==> src/rtl/mtf_pkg.sv <==
// Shared types and constants for the move-to-front decoder and encoder.
// Statistics counters are built only when MTF_DEC_STATS_EN is defined.
package mtf_pkg;

    localparam int unsigned DATA_W_DEF = 8;
    localparam int unsigned DEPTH_DEF  = 4;

    function automatic int unsigned idx_w(input int unsigned depth);
        return (depth > 1) ? $clog2(depth) : 1;
    endfunction

    localparam int unsigned IDX_W_DEF = idx_w(DEPTH_DEF);

    typedef struct packed {
        logic                  is_lit;
        logic [IDX_W_DEF-1:0]  idx;
        logic [DATA_W_DEF-1:0] data;
    } mtf_tok_t;

endpackage

==> src/rtl/mtf_list.sv <==
// Recency list storage with move-to-front, duplicate removal and eviction.
// Shared by the encoder and decoder so both ends update identically.
module mtf_list #(
    parameter int unsigned DATA_W = 8,
    parameter int unsigned DEPTH  = 4,
    parameter int unsigned IDX_W  = 2
) (
    input  logic                    clk,
    input  logic                    rst_n,
    input  logic                    update,
    input  logic [DATA_W-1:0]       value,
    input  logic                    hit,
    input  logic [IDX_W-1:0]        hit_pos,
    output logic [DEPTH*DATA_W-1:0] entries,
    output logic [DEPTH-1:0]        valid
);

    logic [DATA_W-1:0] ent_q [DEPTH];

    always_ff @(posedge clk or negedge rst_n) begin
        if (!rst_n) begin
            for (int k = 0; k < DEPTH; k++) begin
                ent_q[k] <= '0;
            end
            valid <= '0;
        end else if (update) begin
            ent_q[0] <= value;
            // On a hit only the entries in front of the hit slot move down.
            for (int k = 1; k < DEPTH; k++) begin
                if (!hit || k <= int'(hit_pos)) begin
                    ent_q[k] <= ent_q[k-1];
                end
            end
            if (!hit) begin
                valid <= {valid[DEPTH-2:0], 1'b1};
            end
        end
    end

    for (genvar g = 0; g < DEPTH; g++) begin : g_flat
        assign entries[g*DATA_W +: DATA_W] = ent_q[g];
    end

endmodule

==> src/rtl/mtf_decoder.sv <==
// Move-to-front token decoder with registered output and sticky error flag.
// Define MTF_DEC_STATS_EN to build the literal/hit token counters.
module mtf_decoder
    import mtf_pkg::*;
#(
    parameter int unsigned DATA_W = DATA_W_DEF,
    parameter int unsigned DEPTH  = DEPTH_DEF,
    localparam int unsigned IDX_W = idx_w(DEPTH)
) (
    input  logic              clk_in,
    input  logic              reset_n_in,
    input  logic              tok_valid_in,
    output logic              tok_ready_out,
    input  logic              tok_is_lit_in,
    input  logic [IDX_W-1:0]  tok_idx_in,
    input  logic [DATA_W-1:0] tok_data_in,
    output logic [DATA_W-1:0] data_out,
    output logic              data_valid_out,
    input  logic              data_ready_in,
    output logic              err_out,
    output logic [15:0]       lit_cnt_out,
    output logic [15:0]       hit_cnt_out
);

    logic [DEPTH*DATA_W-1:0] list_flat;
    logic [DEPTH-1:0]        list_valid;
    logic [DATA_W-1:0]       list_ent [DEPTH];

    logic              accept;
    logic              cam_hit;
    logic [IDX_W-1:0]  cam_pos;
    logic              idx_ok;
    logic              lst_update;
    logic              lst_hit;
    logic [IDX_W-1:0]  lst_pos;
    logic [DATA_W-1:0] lst_value;

    always_comb begin
        for (int k = 0; k < DEPTH; k++) begin
            list_ent[k] = list_flat[k*DATA_W +: DATA_W];
        end
    end

    assign tok_ready_out = reset_n_in && (!data_valid_out || data_ready_in);
    assign accept        = tok_valid_in && tok_ready_out;

    // Valid entries are unique, so at most one slot can match.
    always_comb begin
        cam_hit = 1'b0;
        cam_pos = '0;
        for (int k = 0; k < DEPTH; k++) begin
            if (list_valid[k] && list_ent[k] == tok_data_in) begin
                cam_hit = 1'b1;
                cam_pos = k[IDX_W-1:0];
            end
        end
    end

    assign idx_ok = list_valid[tok_idx_in];

    always_comb begin
        lst_value = tok_is_lit_in ? tok_data_in : list_ent[tok_idx_in];
        lst_hit   = tok_is_lit_in ? cam_hit : 1'b1;
        lst_pos   = tok_is_lit_in ? cam_pos : tok_idx_in;
    end

    assign lst_update = accept && (tok_is_lit_in || idx_ok);

    mtf_list #(
        .DATA_W (DATA_W),
        .DEPTH  (DEPTH),
        .IDX_W  (IDX_W)
    ) u_list (
        .clk     (clk_in),
        .rst_n   (reset_n_in),
        .update  (lst_update),
        .value   (lst_value),
        .hit     (lst_hit),
        .hit_pos (lst_pos),
        .entries (list_flat),
        .valid   (list_valid)
    );

    always_ff @(posedge clk_in or negedge reset_n_in) begin
        if (!reset_n_in) begin
            data_out       <= '0;
            data_valid_out <= 1'b0;
            err_out        <= 1'b0;
        end else begin
            if (lst_update) begin
                data_out       <= lst_value;
                data_valid_out <= 1'b1;
            end else if (data_ready_in) begin
                data_valid_out <= 1'b0;
            end
            if (accept && !tok_is_lit_in && !idx_ok) begin
                err_out <= 1'b1;
            end
        end
    end

`ifdef MTF_DEC_STATS_EN
    always_ff @(posedge clk_in or negedge reset_n_in) begin
        if (!reset_n_in) begin
            lit_cnt_out <= '0;
            hit_cnt_out <= '0;
        end else begin
            if (accept && tok_is_lit_in && lit_cnt_out != 16'hFFFF) begin
                lit_cnt_out <= lit_cnt_out + 16'd1;
            end
            if (accept && !tok_is_lit_in && idx_ok && hit_cnt_out != 16'hFFFF) begin
                hit_cnt_out <= hit_cnt_out + 16'd1;
            end
        end
    end
`else
    assign lit_cnt_out = '0;
    assign hit_cnt_out = '0;
`endif

endmodule

==> config.mk <==
export PLATFORM = sky130hd
export DESIGN_NAME = mtf_decoder
export DESIGN_NICKNAME = d
export VERILOG_FILES = /design/src/rtl/mtf_pkg.sv /design/src/rtl/mtf_list.sv /design/src/rtl/mtf_decoder.sv
export SDC_FILE = /design/constraint.sdc
export NUM_CORES = 1
export LEC_CHECK = 0
export CORE_ASPECT_RATIO = 0.9
export CORE_MARGIN = 2
export CORE_UTILIZATION = 55
export DETAILED_ROUTE_END_ITERATION = 8
export PLACE_DENSITY = 0.95
export SYNTH_ARGS = -nofsm -noshare
export SYNTH_HDL_FRONTEND = slang
export SYNTH_SLANG_ARGS = --single-unit
==> constraint.sdc <==
create_clock -name clk_in -period 5.8 [get_ports clk_in]
set_clock_uncertainty 0.1 [all_clocks]
set_input_delay 1.74 -clock clk_in [delete_from_list [all_inputs] [get_ports clk_in]]
set_output_delay 1.74 -clock clk_in [all_outputs]
set_load 0.05 [all_outputs]
# ---- Word-level counts from Yosys, hierarchy flattened
# Cells that the tools add are included.
dict set report word_totals {
  reg_bits 38
  in_bits 15
  out_inout_bits 43
  word_cells 58
}
dict set report classes {
  magnitude_cmp 5
  eq_ne 4
  muxes 17
  bitwise 2
  reduce_logical 23
}
# operator n
set op_table {}
lappend op_table {{equality test 8 bit} 4}
lappend op_table {{two-way mux 8 bit} 3}
lappend op_table {{binary-select mux 8 bit (select 2 bit)} 1}
lappend op_table {{logical AND 1 bit} 9}
lappend op_table {{two-way mux 1 bit} 9}
lappend op_table {{AND reduction 2 bit} 4}
lappend op_table {{two-way mux 2 bit} 3}
lappend op_table {{logical OR 1 bit} 5}
lappend op_table {{<= comparator 2 bit (first input constant)} 2}
lappend op_table {{zero test 1 bit} 4}
lappend op_table {{>= comparator 3 bit (second input constant)} 1}
lappend op_table {{< comparator 2 x 3 -> 1 bit (second input constant)} 1}
lappend op_table {{inverter 2 -> 3 bit} 1}
lappend op_table {{binary-select mux 1 bit (select 2 bit)} 1}
lappend op_table {{<= comparator 1 x 2 -> 1 bit (first input constant)} 1}
lappend op_table {{nonzero test 2 bit} 1}
lappend op_table {{inverter 1 bit} 1}

# ---- Logic depth before layout (Yosys ltp)
# Gate-level depths: netlist of run 1.
dict set report depth {
  depth_word 10
  depth_mapped 7
  depth_no_buf 6
}

# ---- Cells and area by module
# A second synthesis of run 1 with hierarchy kept.
dict set report hier_totals {
  cells_unflattened 218
  area_unflattened_um2 2860.2
}
# mod instances cells_per_inst area_each_um2 seq_area_each_um2
set modules_own_cells {}
lappend modules_own_cells {mtf_list 1 79 1458.9 900.9}
lappend modules_own_cells {mtf_decoder 1 139 1401.3 250.2}

# ---- Worst setup path after synthesis of run 1
# Ideal clock, no wire load.
dict set report synth_path {
  kind {input -> output}
  start {in data_ready_in}
  end {out tok_ready_out}
  arrival_ns 2.301
  required_ns 3.960
  slack_ns 1.659
  stages 2
  n_path_buf 0
  cell_sequence {nand2b_1 > and2_1}
}
dict set report synth_between {
  elab_chain_len 2
}
# item line
set synth_rtl {}
lappend synth_rtl {{from (decl)} mtf_decoder.sv:19} ;# input logic data_ready_in,
lappend synth_rtl {{logical OR 1 bit} mtf_decoder.sv:44} ;# assign tok_ready_out = reset_n_in && (!data_valid_out || data_ready_in);
lappend synth_rtl {{logical AND 1 bit} mtf_decoder.sv:44}
lappend synth_rtl {{to (decl)} mtf_decoder.sv:13} ;# output logic tok_ready_out,
# Every way passes these cells.

# ---- Worst setup path after layout of run 1
# Same ends and word-level chain as after synthesis.

==> impl_metrics.ini, run 1 <==
[worst_setup_path]
slowest_delay_ns = 0.79
path_cells = clkdlybuf4s50_1 -> nand2b_1 -> and2_1 -> clkdlybuf4s50_1
startpoint = data_ready_in
cp.buffers_inverters = 2
reg2reg_from = u_list.entries[15]
crit_required_ns = 3.96
critPathTopFamily = buffers and inverters
critPathArrivalTime_ns = 3.28
startpoint_type = primary input
critPathKind = in2out
reg2reg_slack_ns = 3.36
critPathCaptureType = output pin
reg2regPathDepth = 6
cp_max_fo = 4
reg2reg_to = u_list.entries[10]
crit_slowest_cell = clkdlybuf4s50_1
critPathMostFrequentCell = clkdlybuf4s50_1

[global_routing]
grt_overflow = 0
grt_pass1_wl_mm = 7.71
track_usage_pct = 21.3
antenna_found_initial = 1
grt_max_degree = 41
first_global_vias = 1564

[yosys]
synthTopCellsByArea = dfrtp_1 37%, mux2_2 20%, buf_4 12%, xnor2_1 11%, buf_6 2.7%
ys.warnings.count = 0
synth.area.mux_share_pct = 20.3
synth_xor_xnor_area_share_pct = 11.0
synth_simple_gate_area_share_pct = 7.96
ys_types = 35
yosysTopAreaCell = dfrtp_1
synth_seq_cells = 38
syn_inst = 234
avgSynthCellArea_um2 = 10.9
synth_fa_ha_area_share_pct = 0
synth_top_area_share_pct = 37.3
synth_compound_area_share_pct = 7.52
synth_top_family_by_area = multiplexers
syn_area_mm2 = 0.00255
seq_area_frac_synth_pct = 37.3

[timing]
rsz0062_at_grt = false
fin_crit_sh_pct = 88.2
tightest_slew_ns = 0.790
finalHoldViolCount = 0
max_freq_ghz = 0.195
setup_viol = 0
finalMaxSlewViolations = 0
relSlewSlack_pct = 47.1
fin_crit_ns = 5.12
setup_tns_ns = 0
worst_slack_ns = 0.683

[clock_tree]
clockRootBuffer = clkbuf_8
cts_max_level = 2
cts_tree = done
clock_sinks = 38
postCtsHoldBufs = 0
worstSkewPairLatency_ns = 0.31
cts_setup_buffers = 0
clkTransAtPathRegs_ns = 0.08
ctsLongestPathBuffers = 2
post_cts_resized = 0
cts_buffers = 5

[run_status]
status = completed

[drt]
drt-initial-drc-count = 83
wl_mm = 4.89
dr.pass1.iters = 4
avgViaCountPerCell = 5.16
antenna_left = 0
drc = 0
wl_per_cell_um = 15.8
via_count = 1600

[final_layout]
multi_input_area_mm2 = 0.00131
regArea_um2 = 951
layout_common_cells = 45 x mux2_2, 38 x dfrtp_1, 32 x xnor2_1, 32 x conb_1, 24 x clkdlybuf4s50_1
stdcell_count = 310
final_core_util_pct = 60.9
drive_above_1_share_pct = 26.3
fill_cells = 377
layout_commonest_cell = mux2_2
nets = 261
area_growth_pct = 6.68

[worst_hold_path]
hold_class = reg2reg
hold_end = err_out
holdCritStartpoint = err_out
min_path_cells = 1

[placement]
placed_cells = 301
place_ws_ns = 0.693
place_congestion = 0.805
dp.final_hpwl_mm = 3.47
portBuffers = 25

[die]
pin_count = 58
die_h_um = 68.6
dieArea_mm2 = 0.00519
start_util_pct = 57.1
coreArea_mm2 = 0.00446
rows = 23
die_x_um = 75.7

[power_and_ir_drop]
p_per_area_mw_per_mm2 = 446
p_total_uw = 1210
ir_worst_vdd_uv = 266
power_leakage_uw = 0.00112

[run]
maxCapViolations = 0
-- registers in the layout (all words and copies together) (netlist names) --
register	flops
err_out	1
data_valid_out	1
u_list.valid	4
u_list.entries	32
-- per-layer routing --
metal	share of wire (%)	GRT usage, %
met1	45	26.7
met2	49	34.7
met3	4.5	7.12
met4	1.3	7.46
met5	0	0
-- metrics by stage --
step	hold WS, ns	instance area, um2
final	0.366	2720
after global routing	0.394	2710
after CTS	0.371	2710
after detailed placement	0.354	2600
after global placement	0.350	2600
after floorplan	0.379	2660
-- final cells by class --
class,count,share of cell area [%]
Inverter,2,0.276
Antenna cell,1,0.0921
Sequential cell,38,35.0
Tap cell,62,2.86
Clock buffer,5,2.53
Clock inverter,3,1.66
Timing Repair Buffer,26,9.30
Multi-Input combinational cell,173,48.3
-- report_power, final --
group / switching [uW] / total (uW) / internal [uW]
Sequential: 111 / 478 / 367
Combinational: 264 / 502 / 238
Clock: 104 / 232 / 128
Total: 479 / 1210 / 733
-- worst max-delay path by stage --
| stage | slack [ns] | endpoint | depth (start not counted) |
|---|---|---|---|
| finish | 0.68 | tok_ready_out | 4 |
| global route | 0.64 | tok_ready_out | 4 |
| detailed placement | 0.69 | tok_ready_out | 4 |
| global placement | 0.71 | tok_ready_out | 4 |
| CTS | 0.68 | tok_ready_out | 4 |
| floorplan | 1.66 | tok_ready_out | 2 |
-- kinds of logic (layout without fill, tap and decap cells) --
| family | after synthesis | after routing |
|---|---|---|
| mux | 46 | 46 |
| xor+xnor | 32 | 32 |
| other cells | 1 | 33 |
| buf+inv | 54 | 36 |
| flops | 38 | 38 |
| compound gates | 26 | 26 |
| simple gates | 37 | 37 |
-- cell usage after synthesis (all sizes together) --
master	n
a211oi	1
o21ai	8
nor3	4
xnor2	32
or3	1
conb	1
dfrtp	38
a21oi	3
a31o	1
nor4	1
buf	49
mux2	45
nand2	13
o31ai	2
and2	1
nand3	5
nand4	4
a21o	1
o21bai	1
or2	2
a22oi	8
o31a	1
inv	2
and3	1
clkbuf	3
nor2	4
mux2i	1
nand2b	1
Note: power is estimated with default switching activity, not from simulation.
==> run 2: changes to the inputs <==
Settings changed: ABC_CLOCK_PERIOD_IN_PS from default to 5800, RECOVER_POWER from default to 100, SETUP_SLACK_MARGIN from default to 0.1.
==> run 2 against run 1 <==
Net effect: the flow now finishes with violations (capacitance limit, slew limit); design area fell by 0.46%; register-to-register slack got worse by 0.26 ns; core utilization fell by 0.28 points; first-iteration DRC count rose by 33%; worst hold slack got worse by 0.0055 ns; die area did not move; sequential power barely moved; combinational power fell by 2%; sequential share of layout area rose by 0.16 points; largest power group unchanged; global-route usage did not move; clock-buffer cell count did not move; non-clock buffer count did not move.
==> impl_metrics.ini, run 2 (synthesized netlist as in run 1, its figures left out) <==
[clock_tree]
cts_setup_buffers = 0
cts_tree = done
cts_buffers = 5
clkTransAtPathRegs_ns = 0.08
cts_max_level = 2
postCtsHoldBufs = 0
clockRootBuffer = clkbuf_8
worstSkewPairLatency_ns = 0.30
ctsLongestPathBuffers = 2
clock_sinks = 38
post_cts_resized = 0

[worst_setup_path]
critPathKind = in2out
reg2reg_from = u_list.entries[15]
reg2regPathDepth = 6
critPathArrivalTime_ns = 3.34
critPathCaptureType = output pin
startpoint_type = primary input
cp_max_fo = 4
reg2reg_to = u_list.entries[9]
reg2reg_slack_ns = 3.10
crit_required_ns = 3.96

[timing]
fin_crit_ns = 5.18
finalHoldViolCount = 0
finalMaxSlewViolations = 41
setup_viol = 0
max_freq_ghz = 0.193
relSlewSlack_pct = -39.1
setup_tns_ns = 0
fin_crit_sh_pct = 89.3
tightest_slew_ns = 2.09
whs_ns = 0.361
rsz0062_at_grt = false

[worst_hold_path]
hold_class = reg2reg
min_path_cells = 1
hold_end = err_out
holdCritStartpoint = err_out

[global_routing]
antenna_found_initial = 1
grt_pass1_wl_mm = 7.71
track_usage_pct = 21.3
grt_overflow = 0
first_global_vias = 1564
grt_max_degree = 41

[drt]
avgViaCountPerCell = 5.12
dr.pass1.iters = 4
drc = 0
drt-initial-drc-count = 110
antenna_left = 0
via_count = 1588
wl_per_cell_um = 15.8
wl_mm = 4.89

[final_layout]
nets = 261
largest_reg_flops = 32
layout_commonest_cell = mux2_2
final_core_util_pct = 60.6
area_growth_pct = 6.19
layout_common_cells = 44 x mux2_2, 38 x dfrtp_1, 32 x xnor2_1, 32 x conb_1
fill_cells = 380
drive_above_1_share_pct = 25.1

[power_and_ir_drop]
p_sw_share_pct = 39.7
p_comb_share_pct = 41.0
p_int_uw = 723
p_per_area_mw_per_mm2 = 444
power_leakage_uw = 0.00112
power_frac_seq_pct = 39.8
netSwitchingPower_uw = 476
ir_worst_vdd_uv = 262
p_clk_share_pct = 19.2
p_total_uw = 1200

[die]
dieArea_mm2 = 0.00519
start_util_pct = 57.1
die_x_um = 75.7
rows = 23
pin_count = 58
coreArea_mm2 = 0.00446
die_h_um = 68.6

[placement]
place_congestion = 0.805
portBuffers = 25
dp.final_hpwl_mm = 3.47

[run_status]
failed_checks = capacitance limit, slew limit
status = complete, but fails checks

[run]
maxCapViolations = 1
run 2: changes by cell type in the layout (fill, tap and decap cells not counted):
cell,previous run,this run
a211oi_2,0,1
a211oi_4,1,0
buf_2,1,0
buf_4,1,0
clkbuf_1,0,2
clkdlybuf4s50_1,24,13
dlygate4sd3_1,0,11
mux2_1,0,1
mux2_2,45,44
run 2: final cells by class:
cell class	count	area, um2	share of cell area [%]
multi-input cells	173	1300	48.2
flip-flops and latches	38	951	35.2
repair buffers	26	248	9.16
well taps	62	77.6	2.87
clock buffers	5	68.8	2.55
clock inverters	3	45.0	1.67
inverters	2	7.51	0.278
diodes	1	2.50	0.0925
run 2: critical path: stages:
cell             delay [ns]
clkdlybuf4s50_1        0.45
nand2b_1               0.15
and2_1                 0.14
dlygate4sd3_1          0.86
run 2: stage by stage:
stage	instance area [um2]	instances	setup slack, ns
after floorplan	2660	265	1.66
after detailed placement	2600	301	0.693
final	2700	310	0.618
after global routing	2700	309	0.358
after global placement	2600	301	0.714
after CTS	2710	309	0.681
run 2: worst max path at each step:
stage / start / endpoint / cells past startpoint
global route: reset_n_in / u_list.entries[10] / 7
global placement: data_ready_in / tok_ready_out / 4
finish: data_ready_in / tok_ready_out / 4
CTS: data_ready_in / tok_ready_out / 4
floorplan: data_ready_in / tok_ready_out / 2
detailed placement: data_ready_in / tok_ready_out / 4
run 2: power groups by stage:
stage / Clock [uW] / Combinational [uW] / Sequential (uW)
3_5_place_dp: 0 / 503 / 482
4_1_cts: 236 / 506 / 477
2_1_floorplan: 0 / 445 / 458
3_3_place_gp: 0 / 488 / 470
5_1_grt: 245 / 528 / 494
6_report: 230 / 492 / 478
run 2: per-layer routing:
metal  GRT usage (%)  share of wire (%)
met5               0                  0
met4            7.46                1.2
met3            7.12                5.6
met2            34.7                 48
met1            26.7                 45
